### config.mk
export PLATFORM = sky130hd
export DESIGN_NAME = xls_test_result_sink_flat
export DESIGN_NICKNAME = d
export VERILOG_FILES = /design/src/rtl/xls_test_result_sink_if.sv /design/src/rtl/xls_test_result_sink.sv /design/src/flat_wrapper.sv
export SDC_FILE = /design/constraint.sdc
export NUM_CORES = 1
export LEC_CHECK = 0
export ABC_CLOCK_PERIOD_IN_PS = 3700
export BUFFER_PORTS_ARGS = -buffer_cell sky130_fd_sc_hd__buf_2
export CORE_MARGIN = 2
export CORE_UTILIZATION = 50
export CTS_CLUSTER_SIZE = 30
export DETAILED_ROUTE_END_ITERATION = 6
export PLACE_DENSITY = 0.68
export SYNTH_ARGS = -nofsm -noshare
export SYNTH_HDL_FRONTEND = slang
export SYNTH_SLANG_ARGS = --single-unit
### constraint.sdc
create_clock -name clk -period 3.7 [get_ports clk]
set_input_delay 0 -clock clk [delete_from_list [all_inputs] [get_ports clk]]
set_output_delay 0 -clock clk [all_outputs]
set_load 0.01 [all_outputs]
### src/rtl/xls_test_result_sink_if.sv
// Handshake bundle between the xls_test operand source/pipeline and the result sink.
interface xls_test_result_sink_if #(
  parameter int unsigned WIDTH = 32
);
  logic             in_issue;
  logic             in_ready;
  logic [WIDTH-1:0] pipe_out;
  logic [WIDTH-1:0] out_data;
  logic             out_valid;
  logic             out_ready;

  modport master (
    output in_issue, pipe_out, out_ready,
    input  in_ready, out_data, out_valid
  );

  modport slave (
    input  in_issue, pipe_out, out_ready,
    output in_ready, out_data, out_valid
  );
endinterface

### src/rtl/xls_test_result_sink.sv
// Captures tagged xls_test pipeline results into a show-ahead FIFO with credit-based issue control.
// Optional popped-value accumulator enabled by XLS_TEST_RESULT_SINK_ACCUM_EN.
module xls_test_result_sink #(
  parameter int unsigned PIPE_LATENCY = 4,
  parameter int unsigned DEPTH        = 8,
  parameter int unsigned WIDTH        = 32
) (
  input  logic                  clk,
  input  logic                  rst_n,
  xls_test_result_sink_if.slave bus,
  output logic                  err
`ifdef XLS_TEST_RESULT_SINK_ACCUM_EN
  ,
  input  logic                  acc_clear,
  output logic [WIDTH-1:0]      acc_out
`endif
);

  localparam int unsigned AW = $clog2(DEPTH);
  localparam int unsigned CW = $clog2(DEPTH + 1);
  localparam int unsigned IW = $clog2(PIPE_LATENCY + 1);
  localparam int unsigned SW = $clog2(DEPTH + PIPE_LATENCY + 1);

  logic [PIPE_LATENCY-1:0] delay_q, delay_d;
  logic [IW-1:0]           inflight_q, inflight_d;
  logic [CW-1:0]           count_q, count_d;
  logic [AW-1:0]           wr_ptr_q, wr_ptr_d;
  logic [AW-1:0]           rd_ptr_q, rd_ptr_d;
  logic                    err_q, err_d;
  logic [WIDTH-1:0]        mem_q [DEPTH];

  logic [SW-1:0]           occ;
  logic                    in_ready_w;
  logic                    issue_acc;
  logic                    push;
  logic                    pop;

  // Credit reserves a FIFO slot for every tagged result still in the pipe,
  // so a push can never land on a full FIFO.
  always_comb begin
    occ        = SW'(count_q) + SW'(inflight_q);
    in_ready_w = occ < SW'(DEPTH);
    issue_acc  = bus.in_issue && in_ready_w;
    push       = delay_q[PIPE_LATENCY-1];
    pop        = (count_q != '0) && bus.out_ready;
  end

  always_comb begin
    delay_d    = '0;
    delay_d[0] = issue_acc;
    for (int unsigned i = 1; i < PIPE_LATENCY; i++) begin
      delay_d[i] = delay_q[i-1];
    end

    inflight_d = inflight_q;
    case ({issue_acc, push})
      2'b10:   inflight_d = inflight_q + IW'(1);
      2'b01:   inflight_d = inflight_q - IW'(1);
      default: inflight_d = inflight_q;
    endcase

    count_d = count_q;
    case ({push, pop})
      2'b10:   count_d = count_q + CW'(1);
      2'b01:   count_d = count_q - CW'(1);
      default: count_d = count_q;
    endcase

    wr_ptr_d = push ? wr_ptr_q + AW'(1) : wr_ptr_q;
    rd_ptr_d = pop  ? rd_ptr_q + AW'(1) : rd_ptr_q;
    err_d    = err_q | (bus.in_issue & ~in_ready_w);
  end

  always_ff @(posedge clk) begin
    if (!rst_n) begin
      delay_q    <= '0;
      inflight_q <= '0;
      count_q    <= '0;
      wr_ptr_q   <= '0;
      rd_ptr_q   <= '0;
      err_q      <= 1'b0;
    end else begin
      delay_q    <= delay_d;
      inflight_q <= inflight_d;
      count_q    <= count_d;
      wr_ptr_q   <= wr_ptr_d;
      rd_ptr_q   <= rd_ptr_d;
      err_q      <= err_d;
    end
  end

  // Storage needs no reset: out_data is masked while the FIFO is empty.
  always_ff @(posedge clk) begin
    if (rst_n && push) begin
      mem_q[wr_ptr_q] <= bus.pipe_out;
    end
  end

  assign bus.in_ready  = in_ready_w;
  assign bus.out_valid = (count_q != '0);
  assign bus.out_data  = (count_q != '0) ? mem_q[rd_ptr_q] : '0;
  assign err           = err_q;

`ifdef XLS_TEST_RESULT_SINK_ACCUM_EN
  logic [WIDTH-1:0] acc_q, acc_d;

  always_comb begin
    acc_d = acc_q;
    if (pop) begin
      acc_d = acc_clear ? bus.out_data : acc_q + bus.out_data;
    end else if (acc_clear) begin
      acc_d = '0;
    end
  end

  always_ff @(posedge clk) begin
    if (!rst_n) begin
      acc_q <= '0;
    end else begin
      acc_q <= acc_d;
    end
  end

  assign acc_out = acc_q;
`endif

endmodule

### src/flat_wrapper.sv
// flat-port wrapper written by rule: the top's interface ports become plain ports
module xls_test_result_sink_flat 
#(
  parameter int unsigned PIPE_LATENCY = 4,
  parameter int unsigned DEPTH        = 8,
  parameter int unsigned WIDTH        = 32
)
  (clk, rst_n, err, bus_in_issue, bus_pipe_out, bus_out_ready, bus_in_ready, bus_out_data, bus_out_valid);
  xls_test_result_sink_if #(.WIDTH(WIDTH)) bus_i ();
  input  logic clk;
  input  logic rst_n;
  output logic err;
  input wire logic [$bits(bus_i.in_issue)-1:0] bus_in_issue;
  input wire logic [$bits(bus_i.pipe_out)-1:0] bus_pipe_out;
  input wire logic [$bits(bus_i.out_ready)-1:0] bus_out_ready;
  output wire logic [$bits(bus_i.in_ready)-1:0] bus_in_ready;
  output wire logic [$bits(bus_i.out_data)-1:0] bus_out_data;
  output wire logic [$bits(bus_i.out_valid)-1:0] bus_out_valid;
  assign bus_i.in_issue = bus_in_issue;
  assign bus_i.pipe_out = bus_pipe_out;
  assign bus_i.out_ready = bus_out_ready;
  assign bus_in_ready = bus_i.in_ready;
  assign bus_out_data = bus_i.out_data;
  assign bus_out_valid = bus_i.out_valid;
  xls_test_result_sink #(.PIPE_LATENCY(PIPE_LATENCY), .DEPTH(DEPTH), .WIDTH(WIDTH)) u_core (.clk(clk), .rst_n(rst_n), .bus(bus_i), .err(err));
endmodule
# Word-level counts from Yosys, hierarchy flattened
# Memory sizes are Yosys's and may differ from the RTL's. A register that Yosys moved wholly into a read port is not among the register bits.
# Index checks and enable logic that the tools add are counted.
# word_totals
ff_bits	18
latch_bits	0
mem_bits_rw	256
mem_bits_ro	0
input_bits	36
output_inout_bits	35
mem_count	1
# op_classes
add_sub_neg	7
n_mul	0
n_div	0
order_cmp	1
n_eq_ne	4
shift	0
mux	7
bitwise	3
reduce_logical	6
# mem_list
memory	depth	word_bits	read_ports	rd_clocked_by_memory_dff	write_ports	line_no	text
u_core.mem_q	8	32	1	1	1	xls_test_result_sink.sv:30	logic [WIDTH-1:0] mem_q [DEPTH];
# op_table
op	count
$mux W32	1
$add A3 B1 Y3 const B	3
$pmux W4 S2	1
$mux W3	2
$pmux W3 S2	1
$add A4 B1 Y4 const B	1
$add A4 B3 Y4	1
$eq A2 B1 Y1 const B	2
$eq A2 B2 Y1 const B	2
$lt A4 B4 Y1 const B	1
$reduce_bool A2 Y1	2
$reduce_bool A4 Y1	1
$sub A4 B1 Y4 const B	1
$logic_and A1 B1 Y1	3
$sub A3 B1 Y3 const B	1
$mux W1	2
$and A1 B1 Y1	1
$not A1 Y1	1
$or A1 B1 Y1	1

# Logic depth before layout (Yosys ltp)
# Gate-level depths: netlist (run 1).
# logic_depth
depth_word	5
mapped_depth	11

# Least setup slack after synthesis (run 1)
# Ideal clock, no wire load.
# synth_path
kind	reg-to-reg
startpoint	reg u_core.delay_q[3]
endpoint	mem u_core.mem_q[1][0] (enable)
setup_time_ns	0.461
arrival_ns	2.818
setup_slack_ns	0.420
path_stages_with_launch	3
synth_period_minus_slack_ns	3.280
cell_sequence	dfxtp_1 -> nand2b_1 -> nor3_1
# synth_via
elab_chain_len	3
# synth_lines
item	line_no	text
from (decl)	xls_test_result_sink.sv:24	logic [PIPE_LATENCY-1:0] delay_q, delay_d;
from (signal assigned)	xls_test_result_sink.sv:83	delay_q <= delay_d;
$logic_and A1 B1 Y1	xls_test_result_sink.sv:94	if (rst_n && push) begin
$mux W1	xls_test_result_sink.sv:94	
$mux W1 (not written as such)	xls_test_result_sink.sv:95	mem_q[wr_ptr_q] <= bus.pipe_out;
to (decl)	xls_test_result_sink.sv:30	
# Every way passes these cells.

==> impl_summary.txt, run 1 <==
----------------------------------------------------
[Power and ir drop]
  Peak supply drop ... 0.000399 V
  Int Power ... 5160 uW
  Sequential power share ... 53.8%
  Static leakage ... 0.00417 uW
  Clock network fraction of design power ... 41.6%
  Switching Fraction ... 19.5%
  Net switching component of the power ... 1250 uW
  Gate power share ... 4.6%
  Power per standard cell area ... 503 nW/um^2

[Clock network]
  Clock H-tree levels ... 1
  CTS Buf Count ... 28
  Number of hold buffers added after cts ... 37
  Source-to-sink clock delay at the later pin of the worst-skew pair ... 0.53 ns
  Post-cts resize count ... 0
  Root buf cell ... sky130_fd_sc_hd__clkbuf_16
  Clock input transition at the sequential cells of the worst setup and hold paths ... 0.06 ns
  Maximum number of buffers from clock root to sink ... 3
  CTS tree ... built
  Clock sink count ... 277
  Setup Fix Bufs, Post-CTS ... 0

[Logic synthesis]
  Seq/Total Area, Yosys ... 75.2%
  Mapped Nets ... 562
  Count of synthesis-stage warnings from yosys ... 0
  Post-Synthesis Mean Instance Area ... 20.9 sq um
  Count of mapped cells out of synthesis ... 516
  Post-synthesis register bit count ... 277
  Netlist Area Pre-Place ... 10800 sq um
  Cell variety after synth ... 36

[Setup path]
  R2r endpoint ... u_core.inflight_q[2]
  Critical Path Source Type ... flop
  Worst endpoint data arrival time ... 2.66 ns
  R2r startpoint ... u_core.count_q[1]
  Category of the most critical setup path ... reg -> out
  Data required, critical path ... 3.70 ns
  CP Max Fanout ... 37
  Worst Setup EP ... bus_out_data[30]
  Nature of the critical path endpoint ... primary output
  R2r worst-path depth ... 11
  R2r setup slk ... 1.05 ns

[Finish]
  Filler instances ... 1538
  Synthesis-to-layout area growth ... 18.2%
  Top library cells by usage in the layout, fill and taps aside ... sky130_fd_sc_hd__edfxtp_1, sky130_fd_sc_hd__buf_2, sky130_fd_sc_hd__mux4_2, sky130_fd_sc_hd__dlygate4sd3_1, sky130_fd_sc_hd__mux2i_1
  Share of final-layout standard cells stronger than drive strength 1 ... 29.5%
  Ant diodes ... 0
  Footprint of the flip-flops and latches ... 8110 sq um
  Number of nets at the end of the flow ... 693
  Combined area of the multi-input logic cells ... 2500 sq um
  Most common library cell in the layout ignoring fill and taps ... sky130_fd_sc_hd__edfxtp_1
  Final core utilization ... 60.4%

[STA]
  Fin Clk Skew ... 0.0154 ns
  Worst hold slack across all endpoints ... 0.276 ns
  Actual transition at the worst max-transition pin ... 1.03 ns
  Final setup fails ... 0
  Max-slew violations ... 0
  RSZ-0062 raised after global routing ... no
  Total Neg Setup Slack ... 0 ns
  Final hold violation count ... 0
  Fraction of the cycle the final worst path needs ... 71.9%
  Max-slew headroom at the worst pin ... 31.6%
  F_max ... 376 MHz
  Final period demand of the worst path ... 2.66 ns

[Floorplan]
  Die width ... 151 um
  Row count ... 53
  Die Outline Area ... 22800 sq um
  Y dimension of the die ... 151 um
  Count of pins on the block boundary ... 71
  Core outline area ... 21100 sq um
  Initial core utilization ... 51.1%

[Drt]
  Antenna violation net count after detailed routing ... 0
  Routed length per placed instance ... 21.3 um
  Wire length after detailed routing ... 20000 um
  Vias after detailed routing ... 5183
  DRC ... 0
  Post-detailed-route via-to-cell ratio ... 5.50
  Number of detailed-routing iterations run before antenna repair ... 5
  Drt first-iter violations ... 273

[Global routing]
  Maximum number of pins on one net before global-route repair ... 53
  Initial antenna violation count ... 0
  Number of global-route vias before repair ... 5532
  Tot GR Track Use ... 18.4%
  Grt ovf ... 0
  Wire length of the first global-routing pass ... 31300 um

[Place]
  Weighted congestion reported at the end of routability-driven placement ... 0.717
  Detailed Place HPWL ... 11100 um
  Input/output buffers ... 70

[Worst hold path]
  Path class of the lowest-slack min-delay path ... in -> reg

[Outcome]
  Result of the run ... finished, final reports clean

[Flow run]
  Max-cap violation count ... 0

----------------------------------------------------
## cells in the mapped netlist
cell	instances	share of area, %
sky130_fd_sc_hd__edfxtp_1	256	71
sky130_fd_sc_hd__mux4_2	63	13
sky130_fd_sc_hd__nor2_1	40	1.4
sky130_fd_sc_hd__mux2i_1	35	3.2
sky130_fd_sc_hd__dfxtp_1	21	3.9
sky130_fd_sc_hd__and2_1	13	0.75
sky130_fd_sc_hd__nand2_1	13	0.45
sky130_fd_sc_hd__buf_2	9	0.42
sky130_fd_sc_hd__ha_1	8	0.93
sky130_fd_sc_hd__inv_1	8	0.28
sky130_fd_sc_hd__clkbuf_1	6	0.21
sky130_fd_sc_hd__xnor2_1	5	0.41
sky130_fd_sc_hd__o21ai_0	4	0.19
sky130_fd_sc_hd__xor2_1	4	0.32
sky130_fd_sc_hd__buf_12	3	0.56
sky130_fd_sc_hd__buf_8	3	0.42
sky130_fd_sc_hd__a21oi_1	2	0.093
sky130_fd_sc_hd__fa_1	2	0.37
sky130_fd_sc_hd__nand2b_1	2	0.12
sky130_fd_sc_hd__nand3_1	2	0.093
sky130_fd_sc_hd__nor3_1	2	0.093
sky130_fd_sc_hd__a21boi_0	1	0.070
sky130_fd_sc_hd__a21boi_1	1	0.070
sky130_fd_sc_hd__a21o_1	1	0.070
sky130_fd_sc_hd__a31o_1	1	0.081
sky130_fd_sc_hd__and3_1	1	0.058
sky130_fd_sc_hd__buf_6	1	0.10
sky130_fd_sc_hd__clkbuf_2	1	0.046
sky130_fd_sc_hd__inv_2	1	0.035
sky130_fd_sc_hd__mux4_1	1	0.24
sky130_fd_sc_hd__nand3b_1	1	0.070
sky130_fd_sc_hd__nor2b_1	1	0.058
sky130_fd_sc_hd__nor4_4	1	0.20
sky130_fd_sc_hd__o21ai_1	1	0.046
sky130_fd_sc_hd__or3_1	1	0.058
sky130_fd_sc_hd__or3b_2	1	0.081
## stage by stage
step	instance area, sq um	setup WS [ns]	instances	total power [uW]
CTS	12700	0.925	943	6460
global route	12700	0.826	943	6610
floorplan	10800	0.420	516	3690
global placement	11500	1.16	855	3770
finish	12700	1.04	943	6400
detailed placement	11500	1.03	855	3780
## worst min path at each step
stage | end | cells past startpoint | from
after CTS | u_core.mem_q[3][31] | 2 | bus_pipe_out[31]
after global routing | u_core.mem_q[0][31] | 2 | bus_pipe_out[31]
after floorplan | u_core.mem_q[0][0] | 0 | bus_pipe_out[0]
after global placement | u_core.mem_q[0][31] | 1 | bus_pipe_out[31]
after detailed placement | u_core.mem_q[3][31] | 1 | bus_pipe_out[31]
final | u_core.mem_q[5][9] | 2 | bus_pipe_out[9]
## power groups by stage
stage | Combinational, uW | Clock [uW] | Sequential, uW
final | 292 | 2660 | 3450
after global routing | 322 | 2840 | 3450
after CTS | 297 | 2720 | 3450
after detailed placement | 265 | 0 | 3520
after global placement | 257 | 0 | 3510
after floorplan | 185 | 0 | 3500
## sequential cells by signal, indices dropped and copies added, names as in the netlist, named ones only
register / count
u_core.delay_q: 4
u_core.count_q: 4
u_core.rd_ptr_q: 3
u_core.mem_q: 256
u_core.inflight_q: 3
u_core.err: 1
u_core.wr_ptr_q: 3
## worst max-delay path, stage by stage (launching register included)
cell and delay (ns):
sky130_fd_sc_hd__dfxtp_4 0.72, sky130_fd_sc_hd__buf_12 0.37, sky130_fd_sc_hd__mux4_2 0.55, sky130_fd_sc_hd__mux2i_1 0.19
sky130_fd_sc_hd__nor2_1 0.11, sky130_fd_sc_hd__buf_2 0.17
## cell type report
| cell class | count | share of cell area [%] |
|---|---|---|
| clock buffer | 40 | 6.10 |
| clock inverter | 11 | 0.746 |
| inverter | 9 | 0.265 |
| multi-input combinational | 207 | 19.7 |
| sequential | 277 | 63.7 |
| tap | 275 | 2.70 |
| timing repair buffer | 124 | 6.85 |
## cells by family (layout without fill, tap and decap cells)
logic type | Yosys count | in the layout | share of synthesized area, %
flops | 277 | 277 | 75.2
mux | 99 | 99 | 16.7
simple gates | 78 | 78 | 3.42
buf+inv | 32 | 184 | 2.07
compound gates | 11 | 11 | 0.615
fa+ha+maj | 10 | 10 | 1.30
xor+xnor | 9 | 9 | 0.731
## routing by layer
layer | GRT usage (%) | routed length, um | share of wire (%)
met5 | 0 | 0 | 0
met4 | 3.93 | 322 | 1.6
met3 | 3.10 | 1040 | 5.2
met2 | 31.0 | 10200 | 51
met1 | 25.7 | 8480 | 42
(Power assumes the default switching activity.)
==> inputs of run 2 (changes only) <==
Settings changed: ABC_AREA set to 1, ABC_CLOCK_PERIOD_IN_PS 3700 to 2200, PLACE_DENSITY 0.68 to 0.7.
Clock period 3.7 ns to 2.2 ns, I/O delays scaled along.
==> impl_summary.txt, run 2 <==
----------------------------------------------------
[Outcome]
  Result of the run ... finished, final reports clean

[Setup path]
  R2r startpoint ... u_core.count_q[2]
  Critical Path Source Type ... flop
  Nature of the critical path endpoint ... flop
  R2r worst-path depth ... 14
  Count of cell instances traversed by the critical path ... 14
  R2r endpoint ... u_core.inflight_q[2]
  Category of the most critical setup path ... reg -> reg
  Count of buffer and inverter cells on the critical path ... 1
  Worst path cell trace ... ha_4, a21oi_2, nand2_1, nand2_2, nand2_2, nand2_2, ha_4, inv_4, fa_2, a21oi_2, o21ai_2, nand2_1, nand2_1, nor2_1
  Worst Setup EP ... u_core.inflight_q[2]
  Highest-delay cell along the critical path ... sky130_fd_sc_hd__fa_2
  Max incr delay on CP ... 0.38 ns
  R2r setup slk ... 0.04 ns
  Startpoint of the worst setup timing path ... u_core.count_q[2]
  Worst endpoint data arrival time ... 2.63 ns
  Data required, critical path ... 2.67 ns
  Cell family with the largest share of critical-path delay ... adder cells
  CP Max Fanout ... 3

[Power and ir drop]
  Static leakage ... 0.00477 uW
  Switching Fraction ... 33.6%
  Total chip power ... 15500 uW
  Net switching component of the power ... 5220 uW
  Int Power ... 10300 uW
  Gate power share ... 32.7%
  Clock network fraction of design power ... 28.6%
  Power per standard cell area ... 1160 nW/um^2
  Sequential power share ... 38.7%
  Peak supply drop ... 0.000815 V

[Finish]
  Top library cells by usage in the layout, fill and taps aside ... sky130_fd_sc_hd__nor2_1, sky130_fd_sc_hd__edfxtp_1, sky130_fd_sc_hd__o21ai_0, sky130_fd_sc_hd__buf_2, sky130_fd_sc_hd__nand2_1
  Number of flip-flops under the largest register name ... 256
  Most flop-heavy register ... u_core.mem_q
  Number of nets at the end of the flow ... 1107
  Share of final-layout standard cells stronger than drive strength 1 ... 15.7%
  Ant diodes ... 0
  Largest regs ... u_core.mem_q: 256 flops, u_core.count_q: 4 flops, u_core.delay_q: 4 flops
  Filler instances ... 1680
  Most common library cell in the layout ignoring fill and taps ... sky130_fd_sc_hd__nor2_1
  Combined area of the multi-input logic cells ... 2800 sq um
  Footprint of the flip-flops and latches ... 8130 sq um
  Synthesis-to-layout area growth ... 19.2%

[STA]
  Final setup fails ... 0
  F_max ... 462 MHz
  RSZ-0062 raised after global routing ... yes
  Actual transition at the worst max-transition pin ... 0.605 ns
  Fin Clk Skew ... 0.00816 ns
  Max-slew headroom at the worst pin ... 59.7%
  Worst hold slack across all endpoints ... 0.277 ns
  Final period demand of the worst path ... 2.16 ns
  Final hold violation count ... 0
  Fraction of the cycle the final worst path needs ... 98.4%
  Max-slew violations ... 0
  Final worst setup slack ... 0.0356 ns

[Drt]
  Drt first-iter violations ... 623
  Wire length after detailed routing ... 23500 um
  Post-detailed-route via-to-cell ratio ... 5.32
  Antenna violation net count after detailed routing ... 0
  DRC ... 0
  Number of detailed-routing iterations run before antenna repair ... 4
  Vias after detailed routing ... 7234
  Routed length per placed instance ... 17.3 um

[Global routing]
  Number of global-route vias before repair ... 7143
  Routing layer with the top usage in global route ... met2
  Grt ovf ... 0
  Maximum number of pins on one net before global-route repair ... 97
  GRT met2 Usage ... 33.4%
  Wire length of the first global-routing pass ... 36800 um
  Initial antenna violation count ... 0
  Tot GR Track Use ... 19.5%
  Met3 GRT Util ... 3.10%
  Met1 routing resource usage after global routing ... 25.5%

[Logic synthesis]
  Post-Synthesis Mean Instance Area ... 11.7 sq um
  Seq/Total Area, Yosys ... 72.4%
  Post-synthesis register bit count ... 277
  Share of synthesized registers carrying an async set or reset ... 0%
  Most common cell in the netlist ... sky130_fd_sc_hd__nor2_1
  Mapped Nets ... 1001
  Leading register cell type out of synthesis ... sky130_fd_sc_hd__edfxtp_1
  Count of synthesis-stage warnings from yosys ... 0
  Count of mapped cells out of synthesis ... 955
  Top cell type by total area after synthesis ... sky130_fd_sc_hd__edfxtp_1
  Cell variety after synth ... 25
  Yosys top cell area share ... 68.6%
  Number of flops mapped to enable cells by yosys ... 256
  Commonest cells in the netlist ... sky130_fd_sc_hd__nor2_1, sky130_fd_sc_hd__edfxtp_1, sky130_fd_sc_hd__o21ai_0
  Netlist Area Pre-Place ... 11200 sq um
  Area contributors post-synth ... sky130_fd_sc_hd__edfxtp_1, sky130_fd_sc_hd__nor2_1, sky130_fd_sc_hd__o21ai_0

[Clock network]
  Root buf cell ... sky130_fd_sc_hd__clkbuf_16
  Clock input transition at the sequential cells of the worst setup and hold paths ... 0.06 ns
  CTS tree ... built
  CTS Buf Count ... 28
  Clock H-tree levels ... 1
  Source-to-sink clock delay at the later pin of the worst-skew pair ... 0.53 ns
  Maximum number of buffers from clock root to sink ... 3
  Clock sink count ... 277

[Worst hold path]
  Path class of the lowest-slack min-delay path ... in -> reg

[Flow run]
  Max-cap violation count ... 0

[Floorplan]
  Y dimension of the die ... 154 um
  Die Outline Area ... 23600 sq um
  Core outline area ... 21900 sq um
  Count of pins on the block boundary ... 71
  Die width ... 154 um
  Initial core utilization ... 51.2%
  Row count ... 54

[Place]
  Weighted congestion reported at the end of routability-driven placement ... 0.764
  Input/output buffers ... 70
  Detailed Place HPWL ... 11400 um
  Post-placement setup slack ... -0.0271 ns

----------------------------------------------------
==> run 2: cell families after synthesis <==
kind of cell | share of synthesized area, %
simple gates | 14.1
flops | 72.4
buf+inv | 3.79
compound gates | 8.18
fa+ha+maj | 1.25
xor+xnor | 0.235
==> run 2: per-stage QoR <==
stage          setup TNS (ns)  instances  util (%)  cell area (sq um)
2_1_floorplan          -26.33        955         -              11200
3_3_place_gp                0       1269      54.6              11900
3_5_place_dp          -0.0271       1269      54.6              11900
4_1_cts                     0       1354      60.2              13200
5_1_grt                -0.244       1360      61.0              13300
6_report                    0       1360      61.0              13300
==> run 2: layout make-up <==
class                   instances  area share [%]
clock buffers                  33            5.55
clock inverters                16           0.909
inverters                      27           0.816
multi-input cells             598            21.0
flip-flops and latches        277            60.9
well taps                     280            2.63
repair buffers                129            8.23
==> run 2: what timing repair did <==
action | in CTS | in global routing
setup buffers | 0 | 5
endpoints found under the setup margin | 1 | 11
hold buffers | 36 | 0
pin swaps | 1 | 8
gates cloned | 0 | 1
endpoints found under the hold margin | 275 | 0
resized for setup | 1 | 30
==> run 2: worst min-delay path by stage <==
stage	slack, ns	cells after the start	end	startpoint
3_5_place_dp	0.27	1	u_core.mem_q[0][18]	bus_pipe_out[18]
4_1_cts	0.26	2	u_core.mem_q[6][23]	bus_pipe_out[23]
6_report	0.28	2	u_core.mem_q[6][23]	bus_pipe_out[23]
3_3_place_gp	0.26	1	u_core.mem_q[0][18]	bus_pipe_out[18]
5_1_grt	0.28	2	u_core.mem_q[1][22]	bus_pipe_out[22]
2_1_floorplan	0.1	0	u_core.mem_q[0][0]	bus_pipe_out[0]
==> run 2: power groups by stage <==
stage,registers [uW],logic (uW),clock network (uW)
after detailed placement,6060,4770,0
after global routing,6010,5760,4720
after floorplan,6020,3400,0
after CTS,5950,4850,4510
after global placement,6060,4670,0
final,6010,5080,4440
==> run 2: routing by layer <==
layer	up-vias	wire length, um
met5	-	0
met1	3437	10100
met4	0	710
met3	49	1390
li1	3524	-
met2	224	11300
==> inputs of run 3 (changes only) <==
--- a/config.mk
+++ b/config.mk
@@ -10,4 +10,5 @@
 export BUFFER_PORTS_ARGS = -buffer_cell sky130_fd_sc_hd__buf_2
-export CORE_MARGIN = 2
+export CORE_MARGIN = 8
 export CORE_UTILIZATION = 50
+export CTS_BUF_LIST = sky130_fd_sc_hd__clkbuf_8 sky130_fd_sc_hd__clkbuf_16
 export CTS_CLUSTER_SIZE = 30
==> constraint.sdc (replaced) <==
create_clock -name clk -period 2.2 [get_ports clk]
set_input_delay 0.22 -clock clk [delete_from_list [all_inputs] [get_ports clk]]
set_output_delay 0.22 -clock clk [all_outputs]
set_load 0.01 [all_outputs]
==> impl_summary.txt, run 3 (synthesized netlist as in run 2, its figures left out) <==
----------------------------------------------------
[Setup path]
  R2r worst-path depth ... 14
  R2r startpoint ... u_core.count_q[2]
  R2r setup slk ... 0.06 ns
  Data required, critical path ... 1.98 ns
  Critical Path Source Type ... flop
  CP Max Fanout ... 26
  R2r endpoint ... u_core.inflight_q[2]
  Category of the most critical setup path ... reg -> out
  Nature of the critical path endpoint ... primary output
  Worst endpoint data arrival time ... 2.04 ns

[Finish]
  Final instance area ... 13900 sq um
  Most common library cell in the layout ignoring fill and taps ... sky130_fd_sc_hd__nor2_1
  Top library cells by usage in the layout, fill and taps aside ... sky130_fd_sc_hd__nor2_1, sky130_fd_sc_hd__edfxtp_1, sky130_fd_sc_hd__o21ai_0, sky130_fd_sc_hd__buf_2, sky130_fd_sc_hd__o21ai_1
  Number of nets at the end of the flow ... 1133
  Share of final-layout standard cells stronger than drive strength 1 ... 20.9%
  Number of flip-flops under the largest register name ... 256
  Ant diodes ... 0
  Synthesis-to-layout area growth ... 24.5%
  Final core utilization ... 63.7%
  Most flop-heavy register ... u_core.mem_q
  Largest regs ... u_core.mem_q: 256 flops, u_core.count_q: 4 flops, u_core.delay_q: 4 flops

[Floorplan]
  Die Outline Area ... 27400 sq um
  Row count ... 54
  Die width ... 166 um
  Initial core utilization ... 51.2%
  Y dimension of the die ... 166 um
  Count of pins on the block boundary ... 71
  Core outline area ... 21900 sq um

[STA]
  Max-slew headroom at the worst pin ... 70.1%
  Final hold violation count ... 0
  Final setup fails ... 2
  Actual transition at the worst max-transition pin ... 0.448 ns
  Fin Clk Skew ... 0.00599 ns
  Max-slew violations ... 0
  Fraction of the cycle the final worst path needs ... 103%
  Final period demand of the worst path ... 2.26 ns
  Final worst setup slack ... -0.0638 ns
  Total Neg Setup Slack ... -0.0676 ns
  F_max ... 442 MHz
  RSZ-0062 raised after global routing ... yes

[Worst hold path]
  Path class of the lowest-slack min-delay path ... in -> reg
  Endpoint, Worst Hold ... u_core.delay_q[2]
  Origin of the worst min-delay path ... rst_n
  Hold Path Cell Cnt ... 3

[Drt]
  Post-detailed-route via-to-cell ratio ... 5.44
  Routed length per placed instance ... 19.7 um
  Wire length after detailed routing ... 27300 um
  Drt first-iter violations ... 728
  DRC ... 0
  Antenna violation net count after detailed routing ... 0
  Vias after detailed routing ... 7526
  Number of detailed-routing iterations run before antenna repair ... 7

[Global routing]
  Wire length of the first global-routing pass ... 38100 um
  Grt ovf ... 0
  Number of global-route vias before repair ... 7145
  Maximum number of pins on one net before global-route repair ... 80
  Initial antenna violation count ... 0
  Tot GR Track Use ... 17.0%

[Outcome]
  Violations in the final reports ... negative setup slack
  Result of the run ... complete, but fails checks

[Clock network]
  Source-to-sink clock delay at the later pin of the worst-skew pair ... 0.52 ns
  Clock H-tree levels ... 1
  Root buf cell ... sky130_fd_sc_hd__clkbuf_16
  Clock input transition at the sequential cells of the worst setup and hold paths ... 0.06 ns
  Clock sink count ... 277
  CTS tree ... built
  Maximum number of buffers from clock root to sink ... 3
  CTS Buf Count ... 27

[Flow run]
  Max-cap violation count ... 0

[Place]
  Post-placement setup slack ... -0.0235 ns
  Weighted congestion reported at the end of routability-driven placement ... 0.726
  Input/output buffers ... 70
  Detailed Place HPWL ... 12100 um
  Total placed instance area ... 12000 sq um

[Power and ir drop]
  Total chip power ... 16800 uW
  Static leakage ... 0.00503 uW
  Power per standard cell area ... 1210 nW/um^2
  Switching Fraction ... 35.1%
  Gate power share ... 40.5%
  Peak supply drop ... 0.000984 V
  Clock network fraction of design power ... 23.8%
  Int Power ... 10900 uW
  Sequential power share ... 35.6%
  Net switching component of the power ... 5910 uW

----------------------------------------------------
==> run 3: power by group through the flow <==
| stage | Combinational (uW) | Clock, uW | Sequential, uW |
|---|---|---|---|
| floorplan | 3400 | 0 | 6020 |
| global placement | 4790 | 0 | 6060 |
| detailed placement | 4850 | 0 | 6060 |
| CTS | 5110 | 4060 | 5970 |
| global route | 7430 | 4270 | 6010 |
| finish | 6820 | 4010 | 6000 |
==> run 3: what timing repair did <==
action | 4_1_cts | 5_1_grt
endpoints found under the hold margin | 260 | 0
setup endpoints to repair | 33 | 35
gates resized for setup | 13 | 125
pin swaps | 1 | 47
buffers inserted | 2 | 12
gates cloned | 1 | 14
hold buffers | 34 | 0
==> run 3: cell type report <==
class / instances / area, sq um
Clock buffer: 27 / 676
Inverter: 27 / 124
Clock inverter: 18 / 73.8
Multi-Input combinational cell: 598 / 2960
Tap cell: 280 / 350
Sequential cell: 277 / 8130
Fill cell: 1559 / 7950
Timing Repair Buffer: 156 / 1640
==> run 3: metal layers <==
layer / up-vias / track usage, % / part of all wire (%)
met5: - / 0 / 0
met4: 0 / 5.17 / 3.3
met3: 65 / 2.74 / 6.6
met2: 285 / 28.9 / 49
met1: 3591 / 22.0 / 41
li1: 3585 / - / -
==> run 3: how the worst max path moves through the flow <==
stage	from	to	slack (ns)	cells after the start
floorplan	u_core.delay_q[3]	u_core.mem_q[0][0]	-0.21	4
global placement	u_core.count_q[2]	u_core.inflight_q[2]	0.08	13
detailed placement	u_core.count_q[2]	u_core.inflight_q[2]	-0.02	14
CTS	flop	bus_out_data[11]	-0.04	8
global route	flop	bus_out_data[5]	-0.16	7
finish	flop	bus_out_data[5]	-0.06	8
==> run 3: worst max-delay path: stages (launching register included) <==
cell and delay, ns:
sky130_fd_sc_hd__dfxtp_4 0.40, sky130_fd_sc_hd__buf_12 0.14, sky130_fd_sc_hd__inv_16 0.06, sky130_fd_sc_hd__buf_12 0.16, sky130_fd_sc_hd__o21ai_0 0.25, sky130_fd_sc_hd__o21ai_0 0.18, sky130_fd_sc_hd__nor2_1 0.11, sky130_fd_sc_hd__nor2_1 0.05
sky130_fd_sc_hd__buf_4 0.15
==> run 3: through the flow <==
stage | hold WS, ns | std cells
after floorplan | 0.319 | 955
final | 0.0439 | 1383
after detailed placement | 0.399 | 1275
after global routing | 0.0507 | 1383
after CTS | 0.0317 | 1357
after global placement | 0.393 | 1275
